===== src/rtl/windowed_const_mac.sv =====
// windowed_const_mac: scales each accepted sample by a constant and sums
// WIN scaled samples into one result, with optional saturation of the sum.
// A sticky flag remembers any overflow seen inside the window. A clear
// input flushes a partially filled window.
module windowed_const_mac #(
    parameter int IN_W     = 4,
    parameter int COEFF    = 25,
    parameter int COEFF_W  = 5,
    parameter int WIN      = 4,
    parameter int ACC_W    = 13,
    parameter int SATURATE = 0
) (
    input  logic                       clk,
    input  logic                       reset,
    input  logic                       in_valid,
    input  logic [IN_W-1:0]            in_x,
    input  logic                       clear,
    output logic                       out_valid,
    output logic [ACC_W-1:0]           out_sum,
    output logic                       overflow,
    output logic                       busy,
    output logic [$clog2(WIN+1)-1:0]   count
);

    localparam int P_W   = IN_W + COEFF_W;
    localparam int SUM_W = ACC_W + 1;
    localparam int CNT_W = $clog2(WIN + 1);
    localparam logic [ACC_W-1:0] ACC_MAX = {ACC_W{1'b1}};
    localparam logic [CNT_W-1:0] LAST_CNT = CNT_W'(WIN - 1);

    typedef enum logic {
        IDLE  = 1'b0,
        ACCUM = 1'b1
    } state_t;

    state_t             state_q;
    logic [ACC_W-1:0]   acc_q;
    logic [CNT_W-1:0]   cnt_q;
    logic               sticky_q;
    logic [ACC_W-1:0]   out_sum_q;
    logic               ovf_q;
    logic               out_valid_q;

    logic [P_W-1:0]     prod_d;
    logic [SUM_W-1:0]   sum_d;
    logic               ovf_step_d;
    logic [ACC_W-1:0]   acc_d;
    logic               last_d;

    // Keeps the low ACC_W bits of the wide sum, or pins to full scale when
    // clamping is enabled and this step overflowed.
    function automatic logic [ACC_W-1:0] limit_acc(input logic [SUM_W-1:0] s,
                                                    input logic ovf);
        if ((SATURATE != 0) && ovf) begin
            return ACC_MAX;
        end
        return s[ACC_W-1:0];
    endfunction

    // Datapath for one accept: product, widened add, overflow step and the
    // resulting accumulator value.
    always_comb begin
        prod_d     = P_W'(in_x) * P_W'(COEFF);
        sum_d      = {1'b0, acc_q} + SUM_W'(prod_d);
        ovf_step_d = sum_d[ACC_W];
        // A clamped accumulator cannot grow further, so any non-zero
        // product on top of it is an overflow even though no carry appears.
        if ((SATURATE != 0) && (acc_q == ACC_MAX) && (prod_d != '0)) begin
            ovf_step_d = 1'b1;
        end
        acc_d  = limit_acc(sum_d, ovf_step_d);
        last_d = (cnt_q == LAST_CNT);
    end

    // Window FSM: accumulates accepted samples, publishes the result on the
    // WIN-th accept and restarts immediately; clear takes priority.
    always_ff @(posedge clk or posedge reset) begin
        if (reset) begin
            state_q     <= IDLE;
            acc_q       <= '0;
            cnt_q       <= '0;
            sticky_q    <= 1'b0;
            out_sum_q   <= '0;
            ovf_q       <= 1'b0;
            out_valid_q <= 1'b0;
        end else begin
            out_valid_q <= 1'b0;
            if (clear) begin
                state_q  <= IDLE;
                acc_q    <= '0;
                cnt_q    <= '0;
                sticky_q <= 1'b0;
            end else if (in_valid) begin
                if (last_d) begin
                    out_sum_q   <= acc_d;
                    ovf_q       <= sticky_q | ovf_step_d;
                    out_valid_q <= 1'b1;
                    state_q     <= IDLE;
                    acc_q       <= '0;
                    cnt_q       <= '0;
                    sticky_q    <= 1'b0;
                end else begin
                    state_q  <= ACCUM;
                    acc_q    <= acc_d;
                    cnt_q    <= cnt_q + CNT_W'(1);
                    sticky_q <= sticky_q | ovf_step_d;
                end
            end
        end
    end

    assign out_valid = out_valid_q;
    assign out_sum   = out_sum_q;
    assign overflow  = ovf_q;
    assign busy      = (state_q == ACCUM);
    assign count     = cnt_q;

endmodule


===== config.mk =====
export PLATFORM = sky130hd
export DESIGN_NAME = windowed_const_mac
export DESIGN_NICKNAME = d
export VERILOG_FILES = /design/src/rtl/windowed_const_mac.sv
export SDC_FILE = /design/constraint.sdc
export NUM_CORES = 1
export LEC_CHECK = 0
export BUFFER_PORTS_ARGS = -buffer_cell sky130_fd_sc_hd__buf_2
export CAP_MARGIN = 15
export CORE_UTILIZATION = 59
export CTS_BUF_LIST = sky130_fd_sc_hd__clkbuf_4 sky130_fd_sc_hd__clkbuf_8
export DETAILED_ROUTE_END_ITERATION = 6
export PLACE_DENSITY = 0.81
export RECOVER_POWER = 100
export SYNTH_ARGS = -nofsm -noshare
export SYNTH_HDL_FRONTEND = slang
export SYNTH_SLANG_ARGS = --single-unit

===== constraint.sdc =====
create_clock -name clk -period 3.2 [get_ports clk]
set_input_delay 0.32 -clock clk [delete_from_list [all_inputs] [get_ports clk]]
set_output_delay 0.32 -clock clk [all_outputs]
set_load 0.01 [all_outputs]

# After elaboration in Yosys (flattened, before gate mapping)
# Index checks and enable logic that the tools add are counted.
[classes] n_addsub=2 multipliers=1 eq_ne=1 n_mux=15 n_bitwise=2 n_reduce_logical=2
[op_table] operator="two-way mux 13 bit" n=3
[op_table] operator="adder 13 x 9 -> 14 bit" n=1
[op_table] operator="multiplier 4 x 5 -> 9 bit (second input constant)" n=1
[op_table] operator="two-way mux 1 bit" n=9
[op_table] operator="two-way mux 3 bit" n=3
[op_table] operator="adder 3 x 1 -> 3 bit (second input constant)" n=1
[op_table] operator="== test 3 x 2 -> 1 bit (second input constant)" n=1
[op_table] operator="AND reduction 3 bit" n=1
[op_table] operator="nonzero test 2 bit" n=1
[op_table] operator="NOT 1 bit" n=1
[op_table] operator="OR 1 bit" n=1
[totals] regBits=33 in_bits=8 wordCells=30

# Depth between registers and ports, before layout
# Gate-level depths: netlist of the first run.
[depth] word_depth=6 depth_mapped=11

# Worst setup path after synthesis of the first run
# No wires, ideal clock.
[synth_timing] kind="input to register" from="input port in_x[2]" to="register acc_q[12]" t_arrival_ns=2.583 required_ns=3.131 slack_ns=0.548 cell_stages=11 path_buffers=0 cell_sequence="inv_1 ha_1 inv_1 ha_1 fa_1 ha_1 a21oi_1 o21ai_0 a31oi_4 or4_1 nand3_1"
[synth_via] elab_chain_cells=5
[synth_rtl] element="start, declared" line_no="16" source="input logic [IN_W-1:0] in_x,"
[synth_rtl] element="multiplier 4 x 5 -> 9 bit" line_no="63" source="prod_d = P_W'(in_x) * P_W'(COEFF);"
[synth_rtl] element="adder 13 x 9 -> 14 bit" line_no="64" source="sum_d = {1'b0, acc_q} + SUM_W'(prod_d);"
[synth_rtl] element="two-way mux 13 bit" line_no="94" source="if (last_d) begin"
[synth_rtl] element="two-way mux 13 bit" line_no="93" source="end else if (in_valid) begin"
[synth_rtl] element="two-way mux 13 bit" line_no="88" source="if (clear) begin"
[synth_rtl] element="end signal, assigned" line_no="90" source="acc_q <= '0;"
[synth_rtl] element="end signal, assigned" line_no="99" source="acc_q <= '0;"
[synth_rtl] element="end signal, assigned" line_no="104" source="acc_q <= acc_d;"
[synth_rtl] element="end, declared" line_no="37" source="logic [ACC_W-1:0] acc_q;"
# No other way between the ends. The select of a mux whose other input is x is not followed.
# A chain may end at the register's enable or synchronous reset.

# Worst setup path in the final report of the first run
[layout_timing] from="input port in_x[2]" to="register out_sum_q[12] (netlist: out_sum[12])"
[layout_via] elab_chain_cells=2
[layout_rtl] element="multiplier 4 x 5 -> 9 bit" line_no="63"
[layout_rtl] element="adder 13 x 9 -> 14 bit" line_no="64"
[layout_rtl] element="end signal, assigned" line_no="83" source="out_sum_q <= '0;"
[layout_rtl] element="end signal, assigned" line_no="95" source="out_sum_q <= acc_d;"
[layout_rtl] element="end, declared" line_no="40" source="logic [ACC_W-1:0] out_sum_q;"
# No other way between the ends.

==> results of run 1 <==
[registers in the layout, indices dropped and copies added (netlist names)]
register,count
count,3
busy,1
overflow,1
out_sum,13
sticky_q,1
acc_q,13
out_valid,1
[cell families (layout without fill, tap and decap cells)]
| kind of cell | after synthesis | after routing | synth area share [%] |
|---|---|---|---|
| mux | 5 | 5 | 2.75 |
| compound gates | 46 | 46 | 16.8 |
| simple gates | 55 | 55 | 13.4 |
| xor+xnor | 7 | 7 | 3.06 |
| buf+inv | 20 | 50 | 5.06 |
| fa+ha+maj | 26 | 26 | 17.7 |
| flops | 33 | 33 | 41.2 |
[cells in the final DEF (no fill, tap or decap), drive strengths merged, types with 3 or more instances in the layout]
cell type  instances
a22o               8
or3                4
xnor2              6
mux2               4
o21ai             11
dfrtp             33
clkbuf            26
nor2               8
o211ai             7
nand3              5
a21oi              9
ha                22
or4                3
a31oi              4
inv               14
fa                 4
buf                7
nand2             26
[worst max-delay path, cell delays in order]
cell                       delay (ns)
sky130_fd_sc_hd__clkbuf_1        0.17
sky130_fd_sc_hd__inv_1           0.07
sky130_fd_sc_hd__ha_1            0.27
sky130_fd_sc_hd__inv_1           0.04
sky130_fd_sc_hd__ha_1            0.21
sky130_fd_sc_hd__fa_1            0.44
sky130_fd_sc_hd__ha_1            0.35
sky130_fd_sc_hd__and3_2          0.25
sky130_fd_sc_hd__a31oi_1         0.47
sky130_fd_sc_hd__o21ai_0         0.21
sky130_fd_sc_hd__a31oi_1         0.19
[metrics by stage]
stage	utilization, %	hold slack, ns
4_1_cts	71.9	0.0512
5_1_grt	70.4	0.195
2_1_floorplan	-	0.386
6_report	70.4	0.191
3_3_place_gp	68.6	0.426
3_5_place_dp	68.6	0.429
[routing by layer]
layer | GRT usage, % | share of wire (%)
met5 | 0 | 0
met1 | 32.4 | 42
met2 | 46.9 | 50
met3 | 8.44 | 4.6
met4 | 15.3 | 3.0
[cell type report]
type / instances / area [µm²]
clock buffer: 5 / 37.5
multi-input combinational: 139 / 1050
timing repair buffer: 28 / 120
inverter: 14 / 52.6
tap: 44 / 55.1
fill: 252 / 925
clock inverter: 3 / 65.1
sequential: 33 / 826
[power by group through the flow]
stage / combinational, µW / clock [µW] / sequential [µW]
floorplan: 329 / 0 / 553
finish: 458 / 396 / 529
global placement: 458 / 0 / 531
detailed placement: 479 / 0 / 537
CTS: 485 / 402 / 528
global route: 511 / 418 / 538
[final timing paths]
path / from / endpoint / slack (ns)
worst min register to register: out_sum[1]$_DFFE_PP0P_ / out_sum[1]$_DFFE_PP0P_ / 0.49
worst min-delay path: clear / count[1]$_DFFE_PP0P_ / 0.19
worst max-delay path: in_x[2] / out_sum[12]$_DFFE_PP0P_ / 0.49
max in group asynchronous: reset / acc_q[10]$_DFFE_PP0P_ / 1.63
worst max register to register: acc_q[5]$_DFFE_PP0P_ / acc_q[12]$_DFFE_PP0P_ / 0.52
min in group asynchronous: reset / out_sum[0]$_DFFE_PP0P_ / 0.57
==> out/results.md, run 1 <==
### Placement
- **Cell Area, Placed** 2150 µm²
- **Port Buffers** 26
- **Setup Slack @ Placement** 0.219 ns
- **HPWL Detailed** 3110 µm
- **Final Wtd Congestion** 0.902
- **# placed instances** 257

### GRT
- **vias in the first global route** 1706
- **sum of overflow across all layers after global routing** 0
- **number of antenna violations at the first check in global routing** 0
- **pin count of the biggest net entering global routing** 34
- **wire length of the first global-routing pass** 7490 µm
- **total global routing track utilization** 28.3%

### Floorplan
- **starting density of the core** 64.0%
- **Rows** 20
- **area inside the core boundary** 3130 µm²
- **chip height** 60.3 µm
- **width of the die** 60.3 µm
- **top-level port count** 27
- **area of the die** 3630 µm²

### Drt
- **routed wirelength normalized by instance count** 16.5 µm
- **detailed router's first-iteration violation count** 67
- **via/cell ratio** 6.10
- **DR DRC count** 0
- **Detail Route Antenna Nets** 0
- **detailed-route wire length** 4390 µm
- **detailed-route via count** 1622
- **First-pass DRT Iterations** 4

### Pwr
- **register share of total power** 38.2%
- **switch share** 33.5%
- **maximum vdd ir drop** 0.000477 V
- **switching pwr** 464 µW
- **total chip power** 1380 µW
- **total leakage power** 0.00110 µW
- **internal power consumption** 919 µW
- **power per standard cell area** 628 nW/µm²
- **relative contribution of the clock network to total power** 28.6%
- **logic gate share of total power** 33.1%

### Logic synthesis
- **post-synth net total** 226
- **biggest area contributors in the synthesized netlist** sky130_fd_sc_hd__dfrtp_1 (41%), sky130_fd_sc_hd__ha_1 (14%), sky130_fd_sc_hd__nand2_1 (4.9%)
- **share of the yosys chip area belonging to registers** 41.3%
- **Yosys reg bits** 33
- **count of mapped cells out of synthesis** 192
- **ranking of synthesized cells by instance count** sky130_fd_sc_hd__dfrtp_1 (33), sky130_fd_sc_hd__nand2_1 (26), sky130_fd_sc_hd__ha_1 (22)
- **total number of yosys warnings** 0
- **post-synthesis area per instance** 10.4 µm²
- **share of flip-flops with an asynchronous set or reset after synthesis** 100%
- **most frequently used cell type in the post-synthesis netlist** sky130_fd_sc_hd__dfrtp_1
- **post-synth design cell area** 2000 µm²
- **Top FF cell, synth** sky130_fd_sc_hd__dfrtp_1
- **count of cell types in the netlist** 39
- **library cell occupying the most area in the post-synthesis netlist** sky130_fd_sc_hd__dfrtp_1
- **count of flip-flops with a built-in enable after synthesis** 0
- **area share of the largest cell type after synthesis** 41.3%

### Clock tree
- **clock root buffer master** sky130_fd_sc_hd__clkbuf_4
- **H-tree levels** 2
- **number of buffers created by CTS** 5
- **number of resized instances in the post-cts repair step** 0
- **Clock Tree Buf Depth** 2
- **clock-pin transition on the worst setup and hold timing paths** 0.11 ns
- **clock tree from TritonCTS** built
- **post-cts hold buffer count** 0
- **latest clock arrival within the worst-skew pair** 0.34 ns
- **# clock sinks** 33
- **post-CTS setup buffer count** 0

### Timing
- **slew margin rel.** -16.3%
- **final period utilization** 84.8%
- **final hold violation count** 0
- **maximum clock skew at final layout** 0.00570 ns
- **worst-case setup margin in the final layout** 0.487 ns
- **Final Slew Violations** 34
- **transition time at the pin with the least slew margin** 1.74 ns
- **setup repair after global routing missed its margin** false
- **Peak Freq** 0.369 GHz
- **Final setup violation count** 0
- **aggregate negative setup slack** 0 ns
- **fin crit period** 2.71 ns

### Worst hold path
- **count of cells along the worst hold path** 2
- **class of the worst hold path** input pin to flip-flop

### Critical path
- **worst path arrival time** 2.98 ns
- **critical path class** input pin to flip-flop
- **biggest fanout along the worst timing path** 7
- **WP data required** 3.47 ns
- **r2r worst-path depth** 9
- **type of destination of the critical path** flip-flop
- **Startpoint Class** input pin

### Cells and area
- **Final #Nets** 255
- **Antenna diodes** 0
- **fraction of layout instances using a drive strength above 1** 10.8%
- **Layout area overhead** 10.1%
- **post-route non-filler standard cell count** 266
- **post-route cell area** 2200 µm²

### Run status
- **status** complete, but fails checks
- **failing checks** max-capacitance violations, max-slew violations

### Run
- **number of violations of the max-capacitance limit** 1

Power figures use the tool's default switching activity.
==> run 2, diff against run 1 <==
--- a/config.mk
+++ b/config.mk
@@ -7,10 +7,10 @@
 export LEC_CHECK = 0
 export BUFFER_PORTS_ARGS = -buffer_cell sky130_fd_sc_hd__buf_2
 export CAP_MARGIN = 15
-export CORE_UTILIZATION = 59
+export CORE_UTILIZATION = 54
 export CTS_BUF_LIST = sky130_fd_sc_hd__clkbuf_4 sky130_fd_sc_hd__clkbuf_8
 export DETAILED_ROUTE_END_ITERATION = 6
-export PLACE_DENSITY = 0.81
+export PLACE_DENSITY = 0.79
 export RECOVER_POWER = 100
 export SYNTH_ARGS = -nofsm -noshare
 export SYNTH_HDL_FRONTEND = slang
==> constraint.sdc (replaced) <==
create_clock -name clk -period 2.4 [get_ports clk]
set_input_delay 0.24 -clock clk [delete_from_list [all_inputs] [get_ports clk]]
set_output_delay 0.24 -clock clk [all_outputs]
set_load 0.01 [all_outputs]
==> out/results.md, run 2 (synthesis gave the netlist of run 1 again) <==
### Drt
- **routed wirelength normalized by instance count** 18.0 µm, was 16.5 µm
- **Detail Route Antenna Nets** 0, unchanged
- **First-pass DRT Iterations** 4, unchanged
- **detailed-route via count** 1739, was 1622
- **detailed-route wire length** 5330 µm, was 4390 µm
- **via/cell ratio** 5.88, was 6.10
- **detailed router's first-iteration violation count** 146, was 67
- **DR DRC count** 0, unchanged

### Placement
- **Cell Area, Placed** 2420 µm², was 2150 µm²
- **# placed instances** 284, was 257
- **HPWL Detailed** 3380 µm, was 3110 µm
- **Final Wtd Congestion** 0.817, was 0.902
- **Port Buffers** 26, unchanged

### Floorplan
- **chip height** 62.9 µm, was 60.3 µm
- **top-level port count** 27, unchanged
- **width of the die** 62.9 µm, was 60.3 µm
- **area of the die** 3950 µm², was 3630 µm²
- **area inside the core boundary** 3440 µm², was 3130 µm²
- **Rows** 21, was 20
- **starting density of the core** 58.2%, was 64.0%

### Cells and area
- **Final Core Density** 76.9%, was 70.4%
- **Final #Nets** 283, was 255
- **commonest non-fill, non-tap cell in the layout** sky130_fd_sc_hd__dfrtp_1, unchanged
- **count of fill cells added during filler insertion** 232, was 252
- **Layout area overhead** 32.3%, was 10.1%
- **post-route non-filler standard cell count** 296, was 266
- **fraction of layout instances using a drive strength above 1** 32.8%, was 10.8%
- **highest-count cells in the layout ignoring fill and taps** sky130_fd_sc_hd__dfrtp_1 (33), sky130_fd_sc_hd__buf_4 (31), sky130_fd_sc_hd__nand2_1 (26), was sky130_fd_sc_hd__dfrtp_1 (33), sky130_fd_sc_hd__nand2_1 (26), sky130_fd_sc_hd__ha_1 (22)
- **post-route cell area** 2650 µm², was 2200 µm²
- **Antenna diodes** 0, unchanged

### Clock tree
- **post-cts hold buffer count** 0, unchanged
- **H-tree levels** 2, unchanged
- **number of buffers created by CTS** 5, unchanged
- **Clock Tree Buf Depth** 2, unchanged
- **latest clock arrival within the worst-skew pair** 0.29 ns, was 0.34 ns
- **clock tree from TritonCTS** built, unchanged
- **clock root buffer master** sky130_fd_sc_hd__clkbuf_8, was sky130_fd_sc_hd__clkbuf_4
- **clock-pin transition on the worst setup and hold timing paths** 0.06 ns, was 0.11 ns
- **# clock sinks** 33, unchanged

### Worst hold path
- **class of the worst hold path** input pin to flip-flop, unchanged

### Timing
- **final period utilization** 101%
- **slew margin rel.** -15.8%, was -16.3%
- **setup repair after global routing missed its margin** true, was false
- **final hold slack** 0.178 ns, was 0.191 ns
- **transition time at the pin with the least slew margin** 1.74 ns, about the same
- **Final setup violation count** 5, was 0
- **Peak Freq** 0.411 GHz
- **fin crit period** 2.43 ns
- **maximum clock skew at final layout** 0.0111 ns, was 0.00570 ns
- **worst-case setup margin in the final layout** -0.0307 ns, was 0.487 ns
- **Final Slew Violations** 34, unchanged
- **final hold violation count** 0, unchanged
- **aggregate negative setup slack** -0.107 ns, was 0 ns

### Pwr
- **total leakage power** 0.00127 µW, was 0.00110 µW
- **internal power consumption** 1470 µW, was 919 µW
- **switch share** 33.9%, was 33.5%
- **register share of total power** 32.0%, was 38.2%
- **relative contribution of the clock network to total power** 24.6%, was 28.6%
- **maximum vdd ir drop** 0.000494 V, was 0.000477 V
- **switching pwr** 755 µW, was 464 µW
- **logic gate share of total power** 43.3%, was 33.1%
- **power per standard cell area** 841 nW/µm², was 628 nW/µm²

### GRT
- **pin count of the biggest net entering global routing** 34, unchanged
- **wire length of the first global-routing pass** 7910 µm, was 7490 µm
- **total global routing track utilization** 26.6%, was 28.3%
- **number of antenna violations at the first check in global routing** 0, unchanged
- **vias in the first global route** 1713, was 1706
- **sum of overflow across all layers after global routing** 0, unchanged

### Critical path
- **type of destination of the critical path** flip-flop, unchanged
- **biggest fanout along the worst timing path** 4, was 7
- **Startpoint Class** input pin, unchanged
- **worst path arrival time** 2.65 ns, was 2.98 ns
- **WP data required** 2.62 ns, was 3.47 ns
- **critical path class** input pin to flip-flop, unchanged

### Run status
- **failing checks** max-capacitance violations, max-slew violations, negative setup slack, was max-capacitance violations, max-slew violations
- **status** complete, but fails checks, unchanged

### Run
- **number of violations of the max-capacitance limit** 1, unchanged

[run 2: cell types whose count changed in the layout (fill, tap and decap cells not counted), sizes merged]
cell	change
clkinv	-1
buf	+29
bufinv	-1
clkbuf	+1
[run 2: power groups by stage]
stage / logic (µW) / registers, µW / clock network (µW)
2_1_floorplan: 523 / 737 / 0
3_3_place_gp: 814 / 711 / 0
3_5_place_dp: 850 / 715 / 0
4_1_cts: 872 / 707 / 565
5_1_grt: 1040 / 723 / 583
6_report: 964 / 713 / 549
[run 2: worst paths after layout]
check                                        from                      to  slack [ns]  depth (start not counted)
hold reg to reg            out_sum[1]$_DFFE_PP0P_  out_sum[1]$_DFFE_PP0P_        0.48                          2
min in group asynchronous                   reset    acc_q[3]$_DFFE_PP0P_        0.55                          3
setup / recovery                          in_x[1]    acc_q[9]$_DFFE_PP0P_       -0.03                         12
max in group asynchronous                   reset    acc_q[9]$_DFFE_PP0P_        0.84                          3
hold / removal                              clear    count[1]$_DFFE_PP0P_        0.18                          2
setup reg to reg             acc_q[4]$_DFFE_PP0P_    sticky_q$_DFFE_PP0P_       -0.02                          8
[run 2: area by class of cell]
cell class                      count  area, µm²  share of cell area (%)
Clock buffer                        7       90.1                    3.40
Clock inverter                      1       30.0                    1.13
Inverter                           14       52.6                    1.98
Multi-Input combinational cell    139       1260                    47.5
Sequential cell                    33        826                    31.2
Tap cell                           46       57.6                    2.17
Timing Repair Buffer               56        333                    12.6
[run 2: repair_timing]
| action | CTS | global route |
|---|---|---|
| buffers inserted | 0 | 4 |
| pin swaps | 0 | 12 |
| endpoints found under the setup margin | 4 | 10 |
| resized for setup | 2 | 18 |
[run 2: per-stage QoR]
step / setup WS, ns / power, µW
5_1_grt: -0.112 / 2340
4_1_cts: -0.0320 / 2140
3_5_place_dp: -0.217 / 1570
3_3_place_gp: -0.199 / 1530
6_report: -0.0307 / 2230
2_1_floorplan: 0.00495 / 1260
[run 2: worst max-delay path, stage by stage]
cell                       delay, ns
sky130_fd_sc_hd__buf_4          0.14
sky130_fd_sc_hd__ha_4           0.26
sky130_fd_sc_hd__inv_2          0.03
sky130_fd_sc_hd__fa_1           0.55
sky130_fd_sc_hd__inv_2          0.05
sky130_fd_sc_hd__ha_4           0.29
sky130_fd_sc_hd__o211ai_1       0.15
sky130_fd_sc_hd__a21oi_4        0.17
sky130_fd_sc_hd__nor4_2         0.06
sky130_fd_sc_hd__buf_4          0.14
sky130_fd_sc_hd__or4_1          0.46
sky130_fd_sc_hd__nand3_1        0.09
[run 2: metal layers]
layer	up-vias	GRT usage [%]	part of all wire, %
met5	-	0	0
met2	60	47.3	53
met3	25	6.20	4.3
met1	857	29.9	38
met4	0	11.6	4.4
li1	797	-	-
==> run 3, diff against run 2 <==
--- a/config.mk
+++ b/config.mk
@@ -7,10 +7,10 @@
 export LEC_CHECK = 0
 export BUFFER_PORTS_ARGS = -buffer_cell sky130_fd_sc_hd__buf_2
 export CAP_MARGIN = 15
-export CORE_UTILIZATION = 54
-export CTS_BUF_LIST = sky130_fd_sc_hd__clkbuf_4 sky130_fd_sc_hd__clkbuf_8
+export CORE_UTILIZATION = 52
+export CTS_BUF_LIST = sky130_fd_sc_hd__clkbuf_16
 export DETAILED_ROUTE_END_ITERATION = 6
-export PLACE_DENSITY = 0.79
+export PLACE_DENSITY = 0.76
 export RECOVER_POWER = 100
 export SYNTH_ARGS = -nofsm -noshare
 export SYNTH_HDL_FRONTEND = slang
==> out/results.md, run 3 (synthesis gave the netlist of run 1 again) <==
### Timing
- **transition time at the pin with the least slew margin** 0.985 ns, was 1.74 ns
- **final hold slack** 0.0147 ns, was 0.178 ns
- **Final setup violation count** 2, was 5
- **Final Slew Violations** 0, was 34
- **final hold violation count** 0, unchanged
- **setup repair after global routing missed its margin** true, unchanged
- **Peak Freq** 0.415 GHz, was 0.411 GHz
- **fin crit period** 2.41 ns, was 2.43 ns
- **worst-case setup margin in the final layout** -0.0111 ns, was -0.0307 ns
- **maximum clock skew at final layout** 0.00551 ns, was 0.0111 ns
- **final period utilization** 100%, was 101%
- **slew margin rel.** 34.4%, was -15.8%

### Drt
- **detailed-route via count** 1681, was 1739
- **Detail Route Antenna Nets** 0, unchanged
- **detailed-route wire length** 5020 µm, was 5330 µm
- **via/cell ratio** 5.66, was 5.88
- **routed wirelength normalized by instance count** 16.9 µm, was 18.0 µm
- **detailed router's first-iteration violation count** 41, was 146
- **First-pass DRT Iterations** 4, unchanged
- **DR DRC count** 0, unchanged

### Floorplan
- **Rows** 22, was 21
- **width of the die** 64.0 µm, was 62.9 µm
- **area of the die** 4100 µm², was 3950 µm²
- **chip height** 64.0 µm, was 62.9 µm
- **area inside the core boundary** 3690 µm², was 3440 µm²
- **top-level port count** 27, unchanged
- **starting density of the core** 54.3%, was 58.2%

### Pwr
- **total leakage power** 0.00130 µW, was 0.00127 µW
- **power per standard cell area** 886 nW/µm², was 841 nW/µm²
- **maximum vdd ir drop** 0.000582 V, was 0.000494 V

### Cells and area
- **count of fill cells added during filler insertion** 271, was 232
- **highest-count cells in the layout ignoring fill and taps** sky130_fd_sc_hd__dfrtp_1 (33), sky130_fd_sc_hd__buf_4 (28), sky130_fd_sc_hd__nand2_1 (26), was sky130_fd_sc_hd__dfrtp_1 (33), sky130_fd_sc_hd__buf_4 (31), sky130_fd_sc_hd__nand2_1 (26)
- **fraction of layout instances using a drive strength above 1** 32.5%, was 32.8%
- **commonest non-fill, non-tap cell in the layout** sky130_fd_sc_hd__dfrtp_1, unchanged
- **Layout area overhead** 35.5%, was 32.3%
- **Final Core Density** 73.5%, was 76.9%
- **post-route non-filler standard cell count** 297, was 296
- **Antenna diodes** 0, unchanged
- **Final #Nets** 282, was 283

### Clock tree
- **# clock sinks** 33, unchanged
- **post-cts hold buffer count** 0, unchanged
- **number of buffers created by CTS** 5, unchanged
- **H-tree levels** 2, unchanged
- **clock root buffer master** sky130_fd_sc_hd__clkbuf_16, was sky130_fd_sc_hd__clkbuf_8
- **clock tree from TritonCTS** built, unchanged
- **latest clock arrival within the worst-skew pair** 0.28 ns, was 0.29 ns
- **clock-pin transition on the worst setup and hold timing paths** 0.06 ns, about the same
- **Clock Tree Buf Depth** 2, unchanged

### Worst hold path
- **class of the worst hold path** input pin to async pin, was input pin to flip-flop

### Critical path
- **WP data required** 2.62 ns, about the same
- **type of destination of the critical path** flip-flop, unchanged
- **critical register-to-register path endpoint** acc_q[9]$_DFFE_PP0P_, was sticky_q$_DFFE_PP0P_
- **maximum single-stage delay on the critical path** 0.47 ns, was 0.55 ns
- **worst path arrival time** 2.63 ns, was 2.65 ns
- **setup slack, reg-to-reg** -0.01 ns, was -0.02 ns
- **Startpoint Class** flip-flop, was input pin
- **master of the slowest instance on the critical path** sky130_fd_sc_hd__or4_1, was sky130_fd_sc_hd__fa_1
- **r2r worst-path depth** 10, was 8
- **critical path class** flip-flop to flip-flop, was input pin to flip-flop
- **startpoint of the lowest-slack register-to-register path** acc_q[1]$_DFFE_PP0P_, was acc_q[4]$_DFFE_PP0P_
- **biggest fanout along the worst timing path** 4, unchanged
- **cell chain of the critical path** ha_1 > ha_2 > inv_2 > fa_2 > nand2b_4 > a21oi_4 > nor4_2 > buf_4 > or4_1 > nand3_1, was buf_4 > ha_4 > inv_2 > fa_1 > inv_2 > ha_4 > o211ai_1 > a21oi_4 > nor4_2 > buf_4 > or4_1 > nand3_1

### GRT
- **number of antenna violations at the first check in global routing** 0, unchanged
- **pin count of the biggest net entering global routing** 19, was 34
- **wire length of the first global-routing pass** 8070 µm, was 7910 µm
- **sum of overflow across all layers after global routing** 0, unchanged
- **vias in the first global route** 1747, was 1713
- **total global routing track utilization** 26.9%, was 26.6%

### Placement
- **HPWL Detailed** 3340 µm, was 3380 µm
- **Final Wtd Congestion** 0.840, was 0.817
- **# placed instances** 284, unchanged
- **Setup Slack @ Placement** -0.265 ns, was -0.217 ns
- **Port Buffers** 26, unchanged

### Run status
- **failing checks** negative setup slack, was max-capacitance violations, max-slew violations, negative setup slack
- **status** complete, but fails checks, unchanged

### Run
- **number of violations of the max-capacitance limit** 0, was 1

==> run 3: how the worst max path moves through the flow <==
stage                         startpoint                endpoint  slack, ns  cells past startpoint
floorplan                        in_x[2]   acc_q[12]$_DFFE_PP0P_      0.005                     10
global placement                 in_x[1]  out_sum[8]$_DFFE_PP0P_      -0.23                     12
detailed placement               in_x[1]  out_sum[8]$_DFFE_PP0P_      -0.27                     12
CTS                              in_x[1]   acc_q[12]$_DFFE_PP0P_      0.001                     11
global route        acc_q[1]$_DFFE_PP0P_    acc_q[9]$_DFFE_PP0P_      -0.08                     10
finish              acc_q[1]$_DFFE_PP0P_    acc_q[9]$_DFFE_PP0P_      -0.01                     10
==> run 3: stage by stage <==
step                      total power, µW  cell area (µm²)  TNS (ns)
after floorplan                      1260             2080         0
after global placement               1520             2400     -1.91
after detailed placement             1540             2400     -2.26
after CTS                            2340             2630         0
after global routing                 2530             2710    -0.401
final                                2400             2710   -0.0130
==> run 3: final cells by class <==
cell class / count / area (µm²) / area share (%)
clock buffers: 5 / 125 / 4.61
multi-input cells: 139 / 1270 / 47.0
inverters: 14 / 52.6 / 1.94
well taps: 48 / 60.1 / 2.21
repair buffers: 55 / 333 / 12.3
flip-flops and latches: 33 / 826 / 30.4
clock inverters: 3 / 41.3 / 1.52
==> run 3: routing by layer <==
metal / global-route usage, % / wire (µm) / up-vias
li1: - / - / 797
met1: 31.3 / 2150 / 826
met2: 46.4 / 2590 / 48
met3: 7.32 / 197 / 10
met4: 10.8 / 83 / 0
met5: 0 / 0 / -
==> run 3: critical path, delay by kind of cell (launching register included) <==
kind	cells	cell delay, ns
flops	1	0.38
fa+ha+maj	3	0.85
compound gates	1	0.14
buf+inv	2	0.19
simple gates	4	0.78
==> run 3: power by group <==
group | internal [µW] | switching, µW | leakage [µW]
clock | 486 | 242 | 0.0000775
sequential | 651 | 58.9 | 0.000446
combinational | 465 | 501 | 0.000774
total | 1600 | 803 | 0.00130
==> run 3: repair_timing <==
item                       in CTS  in global routing
gates resized for setup         9                 18
gates cloned                    0                  0
hold endpoints to repair        0                  0
setup endpoints to repair       5                 13
buffers inserted                2                  3
pin swaps                       9                 12
